<file path="src/rtl/io_pkg.sv">
// I/O bus types, UART register offsets, status bit positions and UART FSM encodings.
// Latency: none, declarations only.
// Backpressure: not applicable.
package io_pkg;

    typedef enum logic [1:0] {
        IO_NONE  = 2'd0,
        IO_READ  = 2'd1,
        IO_WRITE = 2'd2
    } io_mode_t;

    localparam logic [31:0] UART_DATA_OFS   = 32'd0;
    localparam logic [31:0] UART_STATUS_OFS = 32'd4;

    localparam int ST_TX_NFULL  = 0;
    localparam int ST_RX_NEMPTY = 1;
    localparam int ST_OVR_RX    = 2;
    localparam int ST_OVR_TX    = 3;
    localparam int ST_TX_IDLE   = 4;

    typedef enum logic [1:0] {
        U_IDLE  = 2'd0,
        U_START = 2'd1,
        U_DATA  = 2'd2,
        U_STOP  = 2'd3
    } uart_state_t;

endpackage

</file>
<file path="src/rtl/sync_fifo.sv">
// Synchronous FIFO with combinational head; pointers carry one wrap bit.
// Latency: a push is visible at dout/empty the cycle after its edge.
// Backpressure: push while full is dropped unless a pop happens in the same cycle.
module sync_fifo #(
    parameter int WIDTH = 8,
    parameter int DEPTH = 16
) (
    input  logic             clk,
    input  logic             rst,
    input  logic             push,
    input  logic             pop,
    input  logic [WIDTH-1:0] din,
    output logic [WIDTH-1:0] dout,
    output logic             full,
    output logic             empty
);
    localparam int AW = $clog2(DEPTH);

    logic [WIDTH-1:0] mem_q [DEPTH];
    logic [AW:0]      wr_ptr_q, wr_ptr_d;
    logic [AW:0]      rd_ptr_q, rd_ptr_d;
    logic             push_ok, pop_ok;

    assign empty   = (wr_ptr_q == rd_ptr_q);
    assign full    = (wr_ptr_q[AW] != rd_ptr_q[AW]) &&
                     (wr_ptr_q[AW-1:0] == rd_ptr_q[AW-1:0]);
    assign pop_ok  = pop && !empty;
    assign push_ok = push && (!full || pop);
    assign dout    = mem_q[rd_ptr_q[AW-1:0]];

    always_comb begin
        wr_ptr_d = wr_ptr_q;
        rd_ptr_d = rd_ptr_q;
        if (push_ok) wr_ptr_d = wr_ptr_q + 1'b1;
        if (pop_ok)  rd_ptr_d = rd_ptr_q + 1'b1;
    end

    always_ff @(posedge clk) begin
        if (rst) begin
            wr_ptr_q <= '0;
            rd_ptr_q <= '0;
        end else begin
            wr_ptr_q <= wr_ptr_d;
            rd_ptr_q <= rd_ptr_d;
        end
    end

    always_ff @(posedge clk) begin
        if (push_ok) mem_q[wr_ptr_q[AW-1:0]] <= din;
    end

endmodule

</file>
<file path="src/rtl/uart_serial.sv">
// 8N1 UART on the CPU I/O bus: TX FIFO -> transmitter, receiver -> RX FIFO; UART_LOOPBACK_EN ties RX to TX.
// Latency: write to start bit 2 cycles; stop-bit sample to RX-not-empty 1 cycle; reads combinational.
// Backpressure: none on the bus; writes to a full TX FIFO and bytes into a full RX FIFO drop and set sticky flags.
module uart_serial
    import io_pkg::*;
#(
    parameter int CLK_DIV    = 434,
    parameter int FIFO_DEPTH = 16
) (
    input  logic        clk,
    input  logic        rst,
    input  logic [1:0]  mode,
    input  logic [31:0] addr,
    input  logic [31:0] wdata,
    output logic [31:0] rdata,
    input  logic        rxd,
    output logic        txd
);
    localparam int CW = $clog2(CLK_DIV);
    localparam logic [CW-1:0] BIT_LAST  = CW'(CLK_DIV - 1);
    localparam logic [CW-1:0] HALF_LAST = CW'(CLK_DIV / 2 - 1);

    logic rd_op, wr_op, is_stat, stat_rd;
    logic tx_push, tx_pop, tx_full, tx_empty;
    logic rx_pop, rx_full, rx_empty;
    logic [7:0] tx_dout, rx_dout;
    logic [31:0] status;
    logic ovr_tx_q, ovr_tx_d, ovr_rx_q, ovr_rx_d;
    logic unused_bus;

    uart_state_t tx_state_q, tx_state_d;
    logic [CW-1:0] tx_cnt_q, tx_cnt_d;
    logic [2:0]    tx_bit_q, tx_bit_d;
    logic [7:0]    tx_sh_q, tx_sh_d;
    logic          txd_q, txd_d;

    uart_state_t rx_state_q, rx_state_d;
    logic [CW-1:0] rx_cnt_q, rx_cnt_d;
    logic [2:0]    rx_bit_q, rx_bit_d;
    logic [7:0]    rx_sh_q, rx_sh_d;
    logic          rx_push_q, rx_push_d;
    logic          rx_src, s1_q, s2_q, s3_q;

    assign unused_bus = &{1'b0, addr[31:3], addr[1:0], wdata[31:8]};

    assign rd_op   = (mode == IO_READ);
    assign wr_op   = (mode == IO_WRITE);
    assign is_stat = addr[2];
    assign stat_rd = rd_op && is_stat;
    assign tx_push = wr_op && !is_stat;
    assign rx_pop  = rd_op && !is_stat && !rx_empty;

    always_comb begin
        status = '0;
        status[ST_TX_NFULL]  = !tx_full;
        status[ST_RX_NEMPTY] = !rx_empty;
        status[ST_OVR_RX]    = ovr_rx_q;
        status[ST_OVR_TX]    = ovr_tx_q;
        status[ST_TX_IDLE]   = tx_empty && (tx_state_q == U_IDLE);
        rdata = '0;
        if (stat_rd)     rdata = status;
        else if (rx_pop) rdata = {24'd0, rx_dout};
    end

    // Set wins over the read-clear so an overflow on the reading edge is not lost.
    assign ovr_tx_d = (tx_push && tx_full && !tx_pop) || (ovr_tx_q && !stat_rd);
    assign ovr_rx_d = (rx_push_q && rx_full && !rx_pop) || (ovr_rx_q && !stat_rd);

    sync_fifo #(.WIDTH(8), .DEPTH(FIFO_DEPTH)) u_tx_fifo (
        .clk(clk), .rst(rst), .push(tx_push), .pop(tx_pop), .din(wdata[7:0]),
        .dout(tx_dout), .full(tx_full), .empty(tx_empty)
    );

    sync_fifo #(.WIDTH(8), .DEPTH(FIFO_DEPTH)) u_rx_fifo (
        .clk(clk), .rst(rst), .push(rx_push_q), .pop(rx_pop), .din(rx_sh_q),
        .dout(rx_dout), .full(rx_full), .empty(rx_empty)
    );

    always_comb begin
        tx_state_d = tx_state_q;
        tx_cnt_d   = tx_cnt_q + 1'b1;
        tx_bit_d   = tx_bit_q;
        tx_sh_d    = tx_sh_q;
        tx_pop     = 1'b0;
        case (tx_state_q)
            U_IDLE: begin
                tx_cnt_d = '0;
                if (!tx_empty) begin
                    tx_pop     = 1'b1;
                    tx_sh_d    = tx_dout;
                    tx_state_d = U_START;
                end
            end
            U_START: if (tx_cnt_q == BIT_LAST) begin
                tx_cnt_d   = '0;
                tx_bit_d   = '0;
                tx_state_d = U_DATA;
            end
            U_DATA: if (tx_cnt_q == BIT_LAST) begin
                tx_cnt_d = '0;
                tx_sh_d  = {1'b0, tx_sh_q[7:1]};
                tx_bit_d = tx_bit_q + 1'b1;
                if (tx_bit_q == 3'd7) tx_state_d = U_STOP;
            end
            default: if (tx_cnt_q == BIT_LAST) begin
                tx_cnt_d   = '0;
                tx_state_d = U_IDLE;
                if (!tx_empty) begin
                    tx_pop     = 1'b1;
                    tx_sh_d    = tx_dout;
                    tx_state_d = U_START;
                end
            end
        endcase
        case (tx_state_q)
            U_START: txd_d = 1'b0;
            U_DATA:  txd_d = tx_sh_q[0];
            default: txd_d = 1'b1;
        endcase
    end

`ifdef UART_LOOPBACK_EN
    assign rx_src = txd_q;
`else
    assign rx_src = rxd;
    // rxd only feeds the synchroniser in the default build.
`endif

    always_comb begin
        rx_state_d = rx_state_q;
        rx_cnt_d   = rx_cnt_q + 1'b1;
        rx_bit_d   = rx_bit_q;
        rx_sh_d    = rx_sh_q;
        rx_push_d  = 1'b0;
        case (rx_state_q)
            U_IDLE: begin
                rx_cnt_d = '0;
                if (s3_q && !s2_q) rx_state_d = U_START;
            end
            U_START: if (rx_cnt_q == HALF_LAST) begin
                rx_cnt_d   = '0;
                rx_bit_d   = '0;
                rx_state_d = s2_q ? U_IDLE : U_DATA;
            end
            U_DATA: if (rx_cnt_q == BIT_LAST) begin
                rx_cnt_d = '0;
                rx_sh_d  = {s2_q, rx_sh_q[7:1]};
                rx_bit_d = rx_bit_q + 1'b1;
                if (rx_bit_q == 3'd7) rx_state_d = U_STOP;
            end
            default: if (rx_cnt_q == BIT_LAST) begin
                rx_cnt_d   = '0;
                rx_push_d  = s2_q;
                rx_state_d = U_IDLE;
            end
        endcase
    end

    always_ff @(posedge clk) begin
        if (rst) begin
            tx_state_q <= U_IDLE;
            tx_cnt_q   <= '0;
            tx_bit_q   <= '0;
            tx_sh_q    <= '0;
            txd_q      <= 1'b1;
            rx_state_q <= U_IDLE;
            rx_cnt_q   <= '0;
            rx_bit_q   <= '0;
            rx_sh_q    <= '0;
            rx_push_q  <= 1'b0;
            s1_q       <= 1'b1;
            s2_q       <= 1'b1;
            s3_q       <= 1'b1;
            ovr_tx_q   <= 1'b0;
            ovr_rx_q   <= 1'b0;
        end else begin
            tx_state_q <= tx_state_d;
            tx_cnt_q   <= tx_cnt_d;
            tx_bit_q   <= tx_bit_d;
            tx_sh_q    <= tx_sh_d;
            txd_q      <= txd_d;
            rx_state_q <= rx_state_d;
            rx_cnt_q   <= rx_cnt_d;
            rx_bit_q   <= rx_bit_d;
            rx_sh_q    <= rx_sh_d;
            rx_push_q  <= rx_push_d;
            s1_q       <= rx_src;
            s2_q       <= s1_q;
            s3_q       <= s2_q;
            ovr_tx_q   <= ovr_tx_d;
            ovr_rx_q   <= ovr_rx_d;
        end
    end

    assign txd = txd_q;

endmodule

</file>
<file path="config.mk">
export PLATFORM = sky130hd
export DESIGN_NAME = uart_serial
export DESIGN_NICKNAME = d
export VERILOG_FILES = /design/src/rtl/io_pkg.sv /design/src/rtl/sync_fifo.sv /design/src/rtl/uart_serial.sv
export SDC_FILE = /design/constraint.sdc
export NUM_CORES = 1
export LEC_CHECK = 0
export CAP_MARGIN = 30
export CORE_MARGIN = 3
export CORE_UTILIZATION = 30
export CTS_BUF_LIST = sky130_fd_sc_hd__clkbuf_4 sky130_fd_sc_hd__clkbuf_8
export DETAILED_ROUTE_END_ITERATION = 10
export PLACE_DENSITY = 0.55
export SLEW_MARGIN = 20
export SYNTH_ARGS = -nofsm -noshare
export SYNTH_HDL_FRONTEND = slang
export SYNTH_HIERARCHICAL = 1
export SYNTH_SLANG_ARGS = --single-unit
</file>
<file path="constraint.sdc">
create_clock -name clk -period 6.35 [get_ports clk]
set_input_delay 0.9525 -clock clk [delete_from_list [all_inputs] [get_ports clk]]
set_output_delay 0.9525 -clock clk [all_outputs]
set_load 0.01 [all_outputs]
</file>
==> flow_summary.toml, run 1 <==
[setup_path]
reg2reg_depth = 8
cp_slowest_cell = "dfxtp_2"
regToRegEndpoint = "u_tx_fifo/mem_q[7][3]$_DFFE_PP_"
rr_startpoint = "tx_cnt_q[0]$_SDFF_PP0_"
worstSetupPathType = "reg -> out"
r2r_slack_ns = 3.33
critical_path_arrival_ns = 3.59
startpoint_type = "flip-flop"
path_buf_inv = 2
crit_path_cell_trace = "buf_4 > mux4_1 > mux4_2 > a22o_1 > clkdlybuf4s50_1"
path_delay_family = "multiplexers"
slowest_delay_ns = 0.76
critPathMaxFanout = 19
crit_path_end_kind = "primary output"
required_ns = 5.40

[floorplanning]
die_h_um = 223
core_um2 = 46000
initial_core_util_pct = 30.7
pin_count = 102
dieWidth_um = 223
fp.dieArea_um2 = 49700
rows = 78

[sta]
fin_crit_ns = 4.54
hold_viol_final = 0
finalMaxSlewViolations = 0
fin_crit_sh_pct = 71.5
worstMarginPinSlew_ns = 0.877
rsz0062_at_grt = "no"
clock.fmax_mhz = 220
setup-violations-final = 0
final.setup.tns_ns = 0
worst_slack_ns = 1.81
worst_clock_skew_ns = 0.0163
max_slew_margin_pct = 41.2

[finish]
nFillCells = 4375
multi_input_area_um2 = 4470
num-nets-final = 980
syn_to_final_growth_pct = 12.9
fin_cells = 1529
ff_latch_area_um2 = 9270
fin_util_pct = 34.7
drive_gt1_share_pct = 16.6
antenna-diode-count = 0

[synthesis]
synth_seq_cells = 335
synth_ff_type = "edfxtp_1"
yosys-top-cells-area = "edfxtp_1 54%, dfxtp_1 11%, mux4_1 10%"
synth-edff-count = 256
synth_common_cells = "256 x edfxtp_1, 79 x dfxtp_1, 68 x nor2_1, 56 x mux4_1, 29 x and3_1"
yosys_warnings = 6
synth-seq-area-share_pct = 65.6
synth_area_leader_cell = "edfxtp_1"
syn_area_um2 = 14100
synth.distinct_cells = 60
syn_inst = 834
syn_area_per_cell_um2 = 16.9
synth.most_common_cell = "edfxtp_1"
ys_async_sr_fraction_pct = 0
yosysTopAreaCellShare_pct = 54.4

[worst_hold_path]
holdPathEnd = "s2_q$_SDFF_PP1_"
hold_depth = 1
hold_start = "s1_q$_SDFF_PP1_"
holdCritPathClass = "reg -> reg"

[grt]
grt_usage_pct = 10.9
grt_max_degree = 60
antenna_found_initial = 0
grt_pass1_wl_mm = 42.1
grt_pass1_vias = 7071
grt-ovfl-total = 0

[drt]
ant_nets = 0
vias_per_cell = 4.59
remaining_drc_errors = 0
num_vias = 7013
routedWlPerCell_um = 17.8
firstDrtPassIters = 4
drtIter0Drc = 411
routed_wl_mm = 27.2

[placed_design]
finalWeightedCongestion = 0.708
placedCellCount = 1425
dp_hpwl_mm = 17.2
dp_slack_ns = 2.03
io_buffer_count = 22

[clock_network]
clk_pin_slew_ns = 0.06
clockRootBuffer = "clkbuf_8"
cts-hold-fix-buffers = 0
cts_tree = "yes"
clk_latency_ns = 0.64
cts_setup_buffers = 0
cts.sink_count = 335
htreeDepth = 2
clockBufferDepth = 3
cts_resized = 0
numCtsBuffers = 56

[pwr]
ir_worst_vdd_v = 0.000237
p_int_mw = 3.43
leakage_nw = 5.40
p_per_area_nw_per_um2 = 281
power_switching_mw = 1.05
switching_share_pct = 23.5
p_clk_share_pct = 41.6
power_frac_seq_pct = 53.2
finalPower_mw = 4.48
combPwrFrac_pct = 5.2

[status]
status = "finished, final reports clean"

[flow_run]
drv_cap = 0
-- flip-flops by register name, summed over array words and instances (netlist names), 2 cells and up, named ones only --
signal	flops
rx_sh_q	8
tx_sh_q	8
u_rx_fifo/mem_q	128
rx_bit_q	3
u_tx_fifo/mem_q	128
tx_state_q	2
u_rx_fifo/rd_ptr_q	5
u_rx_fifo/wr_ptr_q	5
rx_state_q	2
tx_bit_q	3
tx_cnt_q	9
u_tx_fifo/rd_ptr_q	5
rx_cnt_q	9
u_tx_fifo/wr_ptr_q	5
-- power groups by stage --
stage	Clock (mW)	Combinational [mW]	Sequential, mW
2_1_floorplan	0	0.182	2.43
3_5_place_dp	0	0.235	2.43
6_report	1.86	0.234	2.39
5_1_grt	2.05	0.260	2.39
4_1_cts	1.94	0.236	2.39
3_3_place_gp	0	0.229	2.43
-- metal layers --
metal / routed length, um / vias to the layer above / global-route usage (%)
met5: 0 / - / 0
li1: - / 3314 / -
met2: 12900 / 116 / 17.1
met4: 491 / 0 / 3.53
met1: 12500 / 3538 / 14.7
met3: 1390 / 45 / 2.92
-- logic make-up after synthesis --
group / after synthesis / synth area share (%)
other: 1 / 0.0265
XOR/XNOR: 39 / 2.47
AND/OR/NAND/NOR: 197 / 7.53
AO/OA/AOI/OAI: 53 / 2.51
flip-flops: 335 / 65.6
adder cells (fa/ha/maj): 27 / 2.39
multiplexers: 104 / 16.0
buffers and inverters: 78 / 3.45
-- worst max-delay path by stage --
stage	startpoint	slack (ns)	cells after the start	end
after floorplan	mode[1]	3.09	4	u_rx_fifo/mem_q[11][0]$_DFFE_PP_
after global placement	mode[1]	2.03	6	rdata[0]
after detailed placement	mode[1]	2.03	6	rdata[0]
after CTS	flip-flop	1.68	5	rdata[2]
after global routing	flip-flop	1.61	6	rdata[0]
final	flip-flop	1.81	5	rdata[2]
-- cell usage in the layout (no fill, tap or decap), types with 27 or more instances in the layout --
cell type  count
and3_1        29
ha_1          27
nor2_1        68
dfxtp_1       75
nand2_1       27
mux4_1        56
edfxtp_1     256
clkbuf_8      59
-- stage by stage --
step                      hold slack (ns)  cell area, um2
after detailed placement            0.403           14800
after floorplan                     0.389           14200
after CTS                           0.408           15900
final                               0.407           16000
after global placement              0.399           14800
after global routing                0.432           16000
-- layout make-up --
type / count / area share, %
inverters: 18 / 0.424
well taps: 600 / 4.71
repair buffers: 29 / 1.80
clock buffers: 69 / 5.56
flip-flops and latches: 335 / 58.1
multi-input cells: 444 / 28.0
clock inverters: 34 / 1.32
(Power assumes the default switching activity.)
==> run 2, diff against run 1 <==
--- a/config.mk
+++ b/config.mk
@@ -10,7 +10,7 @@
 export CORE_UTILIZATION = 30
 export CTS_BUF_LIST = sky130_fd_sc_hd__clkbuf_4 sky130_fd_sc_hd__clkbuf_8
 export DETAILED_ROUTE_END_ITERATION = 10
-export PLACE_DENSITY = 0.55
+export PLACE_DENSITY = 0.57
 export SLEW_MARGIN = 20
 export SYNTH_ARGS = -nofsm -noshare
 export SYNTH_HDL_FRONTEND = slang
==> constraint.sdc (replaced) <==
create_clock -name clk -period 4.1 [get_ports clk]
set_input_delay 0.615 -clock clk [delete_from_list [all_inputs] [get_ports clk]]
set_output_delay 0.615 -clock clk [all_outputs]
set_load 0.01 [all_outputs]
==> run 2 against run 1 <==
Against the previous run:
- register-to-register slack worse by 2.3 ns
- non-clock buffer count is 8 higher
- sequential power is 54% higher
- flip-flop and latch count stayed put
- combinational power is 56% higher
- first-iteration DRC count is 3.2% lower
- critical endpoint is now rdata[0]
==> flow_summary.toml, run 2 (synthesized netlist as in run 1, its figures left out) <==
[status]
status = "finished, final reports clean"

[drt]
routed_wl_mm = 26.9
drt-met1-wl_mm = 12.3
vias_per_cell = 4.62
top_layer = "met4"
firstDrtPassIters = 4
ant_nets = 0
routedWlPerCell_um = 17.5
num_vias = 7092
wl_met3_mm = 1.26
remaining_drc_errors = 0
drtIter0Drc = 398
routed-wl-met2_mm = 12.8

[setup_path]
r2r_slack_ns = 1.08
crit_path_end_kind = "primary output"
critical_path_arrival_ns = 3.22
critPathMaxFanout = 12
worstSetupPathType = "reg -> out"
critPathCapture = "rdata[0]"
rr_startpoint = "tx_cnt_q[0]$_SDFF_PP0_"
reg2reg_depth = 8
startpoint_type = "flip-flop"
regToRegEndpoint = "u_tx_fifo/mem_q[8][5]$_DFFE_PP_"
required_ns = 3.48

[flow_run]
drv_cap = 0

[finish]
num-nets-final = 986
syn_to_final_growth_pct = 13.2
drive_gt1_share_pct = 17.1
nFillCells = 4377
final_common_cell = "edfxtp_1"
final_cell_mix = "256 x edfxtp_1, 76 x dfxtp_1, 68 x nor2_1, 60 x clkbuf_8, 56 x mux4_1"
antenna-diode-count = 0

[clock_network]
cts-hold-fix-buffers = 0
clockBufferDepth = 3
cts_tree = "yes"
clk_pin_slew_ns = 0.06
cts_setup_buffers = 0
clockRootBuffer = "clkbuf_8"
cts_resized = 0
htreeDepth = 2
clk_latency_ns = 0.62
numCtsBuffers = 54
cts.sink_count = 335

[sta]
max_slew_margin_pct = 40.2
worst_clock_skew_ns = 0.0271
rsz0062_at_grt = "no"
finalMaxSlewViolations = 0
hold_viol_final = 0
fin_crit_ns = 3.84
setup-violations-final = 0
worstMarginPinSlew_ns = 0.897
final.setup.tns_ns = 0
clock.fmax_mhz = 261
fin_crit_sh_pct = 93.6

[pwr]
ir_worst_vdd_v = 0.000248
finalPower_mw = 6.94
leakage_nw = 5.44
p_per_area_nw_per_um2 = 434

[grt]
antenna_found_initial = 0
grt_pass1_wl_mm = 41.1
grt_max_degree = 47
grt_pass1_vias = 6978
grt_usage_pct = 10.6
grt-ovfl-total = 0

[floorplanning]
fp.dieArea_um2 = 49700
rows = 78
initial_core_util_pct = 30.7
core_um2 = 46000
dieWidth_um = 223
die_h_um = 223
pin_count = 102

[placed_design]
io_buffer_count = 22
dp_hpwl_mm = 16.8
finalWeightedCongestion = 0.712

[worst_hold_path]
holdCritPathClass = "reg -> reg"
-- run 2: cell count changes in the layout (fill, tap and decap cells not counted), moves of 2 or more --
cell,delta
clkinv_2,-5
buf_4,+8
nor3_1,+2
clkinv_1,-3
clkbuf_4,+8
clkinvlp_4,-2
nor3_2,-2
-- run 2: final cells by class --
cell class | count | area (um2) | area share (%)
Clock inverter | 23 | 140 | 0.876
Inverter | 18 | 67.6 | 0.422
Tap cell | 600 | 751 | 4.69
Sequential cell | 335 | 9270 | 58.0
Multi-Input combinational cell | 444 | 4460 | 27.9
Clock buffer | 78 | 961 | 6.01
Timing Repair Buffer | 37 | 340 | 2.13
-- run 2: routing by layer --
metal,up-vias,GRT usage (%)
li1,3328,-
met1,3583,14.6
met2,139,16.9
met3,42,2.42
met4,0,3.49
met5,-,0
-- run 2: stage by stage --
stage / cell area, um2 / utilization (%) / hold slack, ns / worst slack (ns) / std cells
3_3_place_gp: 14900 / 32.4 / 0.395 / 0.867 / 1433
5_1_grt: 16000 / 34.8 / 0.416 / 0.112 / 1535
2_1_floorplan: 14200 / - / 0.389 / 1.10 / 857
4_1_cts: 16000 / 34.8 / 0.409 / 0.160 / 1535
6_report: 16000 / 34.8 / 0.407 / 0.264 / 1535
3_5_place_dp: 14900 / 32.4 / 0.394 / 0.839 / 1434
-- run 2: worst min path at each step --
stage / startpoint / end / cells past startpoint
2_1_floorplan: s1_q$_SDFF_PP1_ / s2_q$_SDFF_PP1_ / 1
3_3_place_gp: s1_q$_SDFF_PP1_ / s2_q$_SDFF_PP1_ / 1
3_5_place_dp: s1_q$_SDFF_PP1_ / s2_q$_SDFF_PP1_ / 1
4_1_cts: s1_q$_SDFF_PP1_ / s2_q$_SDFF_PP1_ / 1
5_1_grt: s1_q$_SDFF_PP1_ / s2_q$_SDFF_PP1_ / 1
6_report: s1_q$_SDFF_PP1_ / s2_q$_SDFF_PP1_ / 1
-- run 2: critical path, cell delays in order (launching register included) --
cell             delay, ns
dfxtp_2               0.59
buf_4                 0.27
mux4_1                0.56
mux4_2                0.47
nand2_1               0.09
o21ai_0               0.12
clkdlybuf4s50_1       0.51
-- run 2: power by group --
group	total [mW]	switching, mW	internal (mW)
sequential	3.69	0.0296	3.66
clock	2.89	1.31	1.58
combinational	0.364	0.220	0.144
total	6.94	1.56	5.39
==> run 3, diff against run 2 <==
--- a/config.mk
+++ b/config.mk
@@ -6,7 +6,7 @@
 export NUM_CORES = 1
 export LEC_CHECK = 0
 export CAP_MARGIN = 30
-export CORE_MARGIN = 3
+export CORE_MARGIN = 5
 export CORE_UTILIZATION = 30
 export CTS_BUF_LIST = sky130_fd_sc_hd__clkbuf_4 sky130_fd_sc_hd__clkbuf_8
 export DETAILED_ROUTE_END_ITERATION = 10
==> run 3 against run 2 <==
Against the previous run:
- global-route usage decreased by 0.44 points
- power about the same
- clock power about the same
- first-iteration DRC count increased by 9.5%
- worst setup slack improved by 0.014 ns
- via count decreased by 0.54%
- final area about the same
- register-to-register slack improved by 0.02 ns
- sequential power about the same
- fmax increased by 0.38%
- count of clock-buffer cells in the layout increased by 6
- flip-flop and latch count unchanged
- critical endpoint is now rdata[7]
==> flow_summary.toml, run 3 (synthesized netlist as in run 1, its figures left out) <==
[sta]
fin_crit_sh_pct = 93.2
setup-violations-final = 0
final.setup.tns_ns = 0
worst_slack_ns = 0.278
finalMaxSlewViolations = 0
max_slew_margin_pct = 48.5
worst_clock_skew_ns = 0.0428
hold_viol_final = 0
fin_crit_ns = 3.82
rsz0062_at_grt = "no"
worstMarginPinSlew_ns = 0.772
clock.fmax_mhz = 262

[drt]
routed_wl_mm = 26.5
remaining_drc_errors = 0
drtIter0Drc = 436
ant_nets = 0
num_vias = 7054
routedWlPerCell_um = 17.1
firstDrtPassIters = 5
vias_per_cell = 4.57

[grt]
grt-ovfl-total = 0
antenna_found_initial = 0
grt_max_degree = 39
grt_usage_pct = 10.2
grt_pass1_vias = 7207
grt_pass1_wl_mm = 41.0

[pwr]
ir_worst_vdd_v = 0.000316
power_switching_mw = 1.55
p_per_area_nw_per_um2 = 434
power_frac_seq_pct = 53.2
leakage_nw = 5.44
p_clk_share_pct = 41.6
p_int_mw = 5.39
switching_share_pct = 22.3
combPwrFrac_pct = 5.2

[floorplanning]
die_h_um = 227
fp.dieArea_um2 = 51500
dieWidth_um = 227
pin_count = 102
core_um2 = 46600
rows = 79
initial_core_util_pct = 30.4

[setup_path]
slowest_delay_ns = 0.63
critPathMaxFanout = 20
path_delay_family = "multiplexers"
critical_path_arrival_ns = 3.21
worstSetupPathType = "reg -> out"
crit_path_end_kind = "primary output"
cp_slowest_cell = "mux4_1"
crit_path_cell_trace = "buf_4 > mux4_1 > mux4_2 > and2_1 > clkdlybuf4s50_1"
path_buf_inv = 2
required_ns = 3.48
startpoint_type = "flip-flop"

[finish]
drive_gt1_share_pct = 17.5
num-nets-final = 988
fin_util_pct = 34.4
syn_to_final_growth_pct = 13.3
antenna-diode-count = 0
fin_cells = 1545
final_common_cell = "edfxtp_1"
final_cell_mix = "256 x edfxtp_1, 76 x dfxtp_1, 68 x nor2_1, 61 x clkbuf_8, 56 x mux4_1"

[status]
status = "finished, final reports clean"

[clock_network]
clk_latency_ns = 0.62
cts.sink_count = 335
htreeDepth = 2
cts_tree = "yes"
cts_setup_buffers = 0
clockRootBuffer = "clkbuf_8"
cts-hold-fix-buffers = 0
numCtsBuffers = 56
clockBufferDepth = 3
clk_pin_slew_ns = 0.06

[placed_design]
io_buffer_count = 22
finalWeightedCongestion = 0.739
dp_hpwl_mm = 17.1
dp_slack_ns = 0.677
placedCellCount = 1441

[flow_run]
drv_cap = 0

[worst_hold_path]
holdCritPathClass = "reg -> reg"
## run 3: power by group through the flow
stage	logic (mW)	registers (mW)	clock network, mW
2_1_floorplan	0.283	3.76	0
3_3_place_gp	0.354	3.76	0
3_5_place_dp	0.361	3.77	0
4_1_cts	0.363	3.69	3.01
5_1_grt	0.405	3.70	3.17
6_report	0.360	3.69	2.89
## run 3: final timing paths
kind / from / end / depth (start not counted) / slack (ns)
worst max register to register: tx_cnt_q[0]$_SDFF_PP0_ / u_tx_fifo/mem_q[2][1]$_DFFE_PP_ / 8 / 1.10
worst max-delay path: flip-flop / rdata[7] / 5 / 0.28
worst min register to register: s1_q$_SDFF_PP1_ / s2_q$_SDFF_PP1_ / 1 / 0.41
worst min-delay path: s1_q$_SDFF_PP1_ / s2_q$_SDFF_PP1_ / 1 / 0.41
## run 3: per-stage QoR
step           hold WS, ns  power [mW]  area [um2]
2_1_floorplan        0.389        4.04       14200
3_3_place_gp         0.393        4.12       14900
3_5_place_dp         0.398        4.13       14900
4_1_cts              0.412        7.06       16000
5_1_grt              0.435        7.28       16000
6_report             0.408        6.94       16000
## run 3: cell type report
| class | instances | area [um2] |
|---|---|---|
| Clock inverter | 20 | 103 |
| Clock buffer | 84 | 1010 |
| Sequential cell | 335 | 9280 |
| Fill cell | 4402 | 30500 |
| Tap cell | 607 | 759 |
| Inverter | 18 | 67.6 |
| Timing Repair Buffer | 37 | 328 |
| Multi-Input combinational cell | 444 | 4460 |
## run 3: what timing repair did
action	in CTS	in global routing
endpoints found under the setup margin	2	0
gates resized for setup	1	0
endpoints found under the hold margin	0	0
## run 3: per-layer routing
layer | GRT usage (%) | vias up | wire length, um
met5 | 0 | - | 0
met4 | 3.28 | 0 | 489
met3 | 2.42 | 44 | 1090
met2 | 17.2 | 121 | 13000
met1 | 13.1 | 3559 | 11900
li1 | - | 3330 | -
## run 3: worst reg2reg max path, cell delays in order, from the launching register on
cell and delay, ns:
dfxtp_1 0.39, ha_1 0.17, and4b_1 0.22, and4_1 0.34, mux2i_1 0.15, nor2_1 0.27
nor2_1 0.17, a21boi_4 0.38, and3_1 0.54
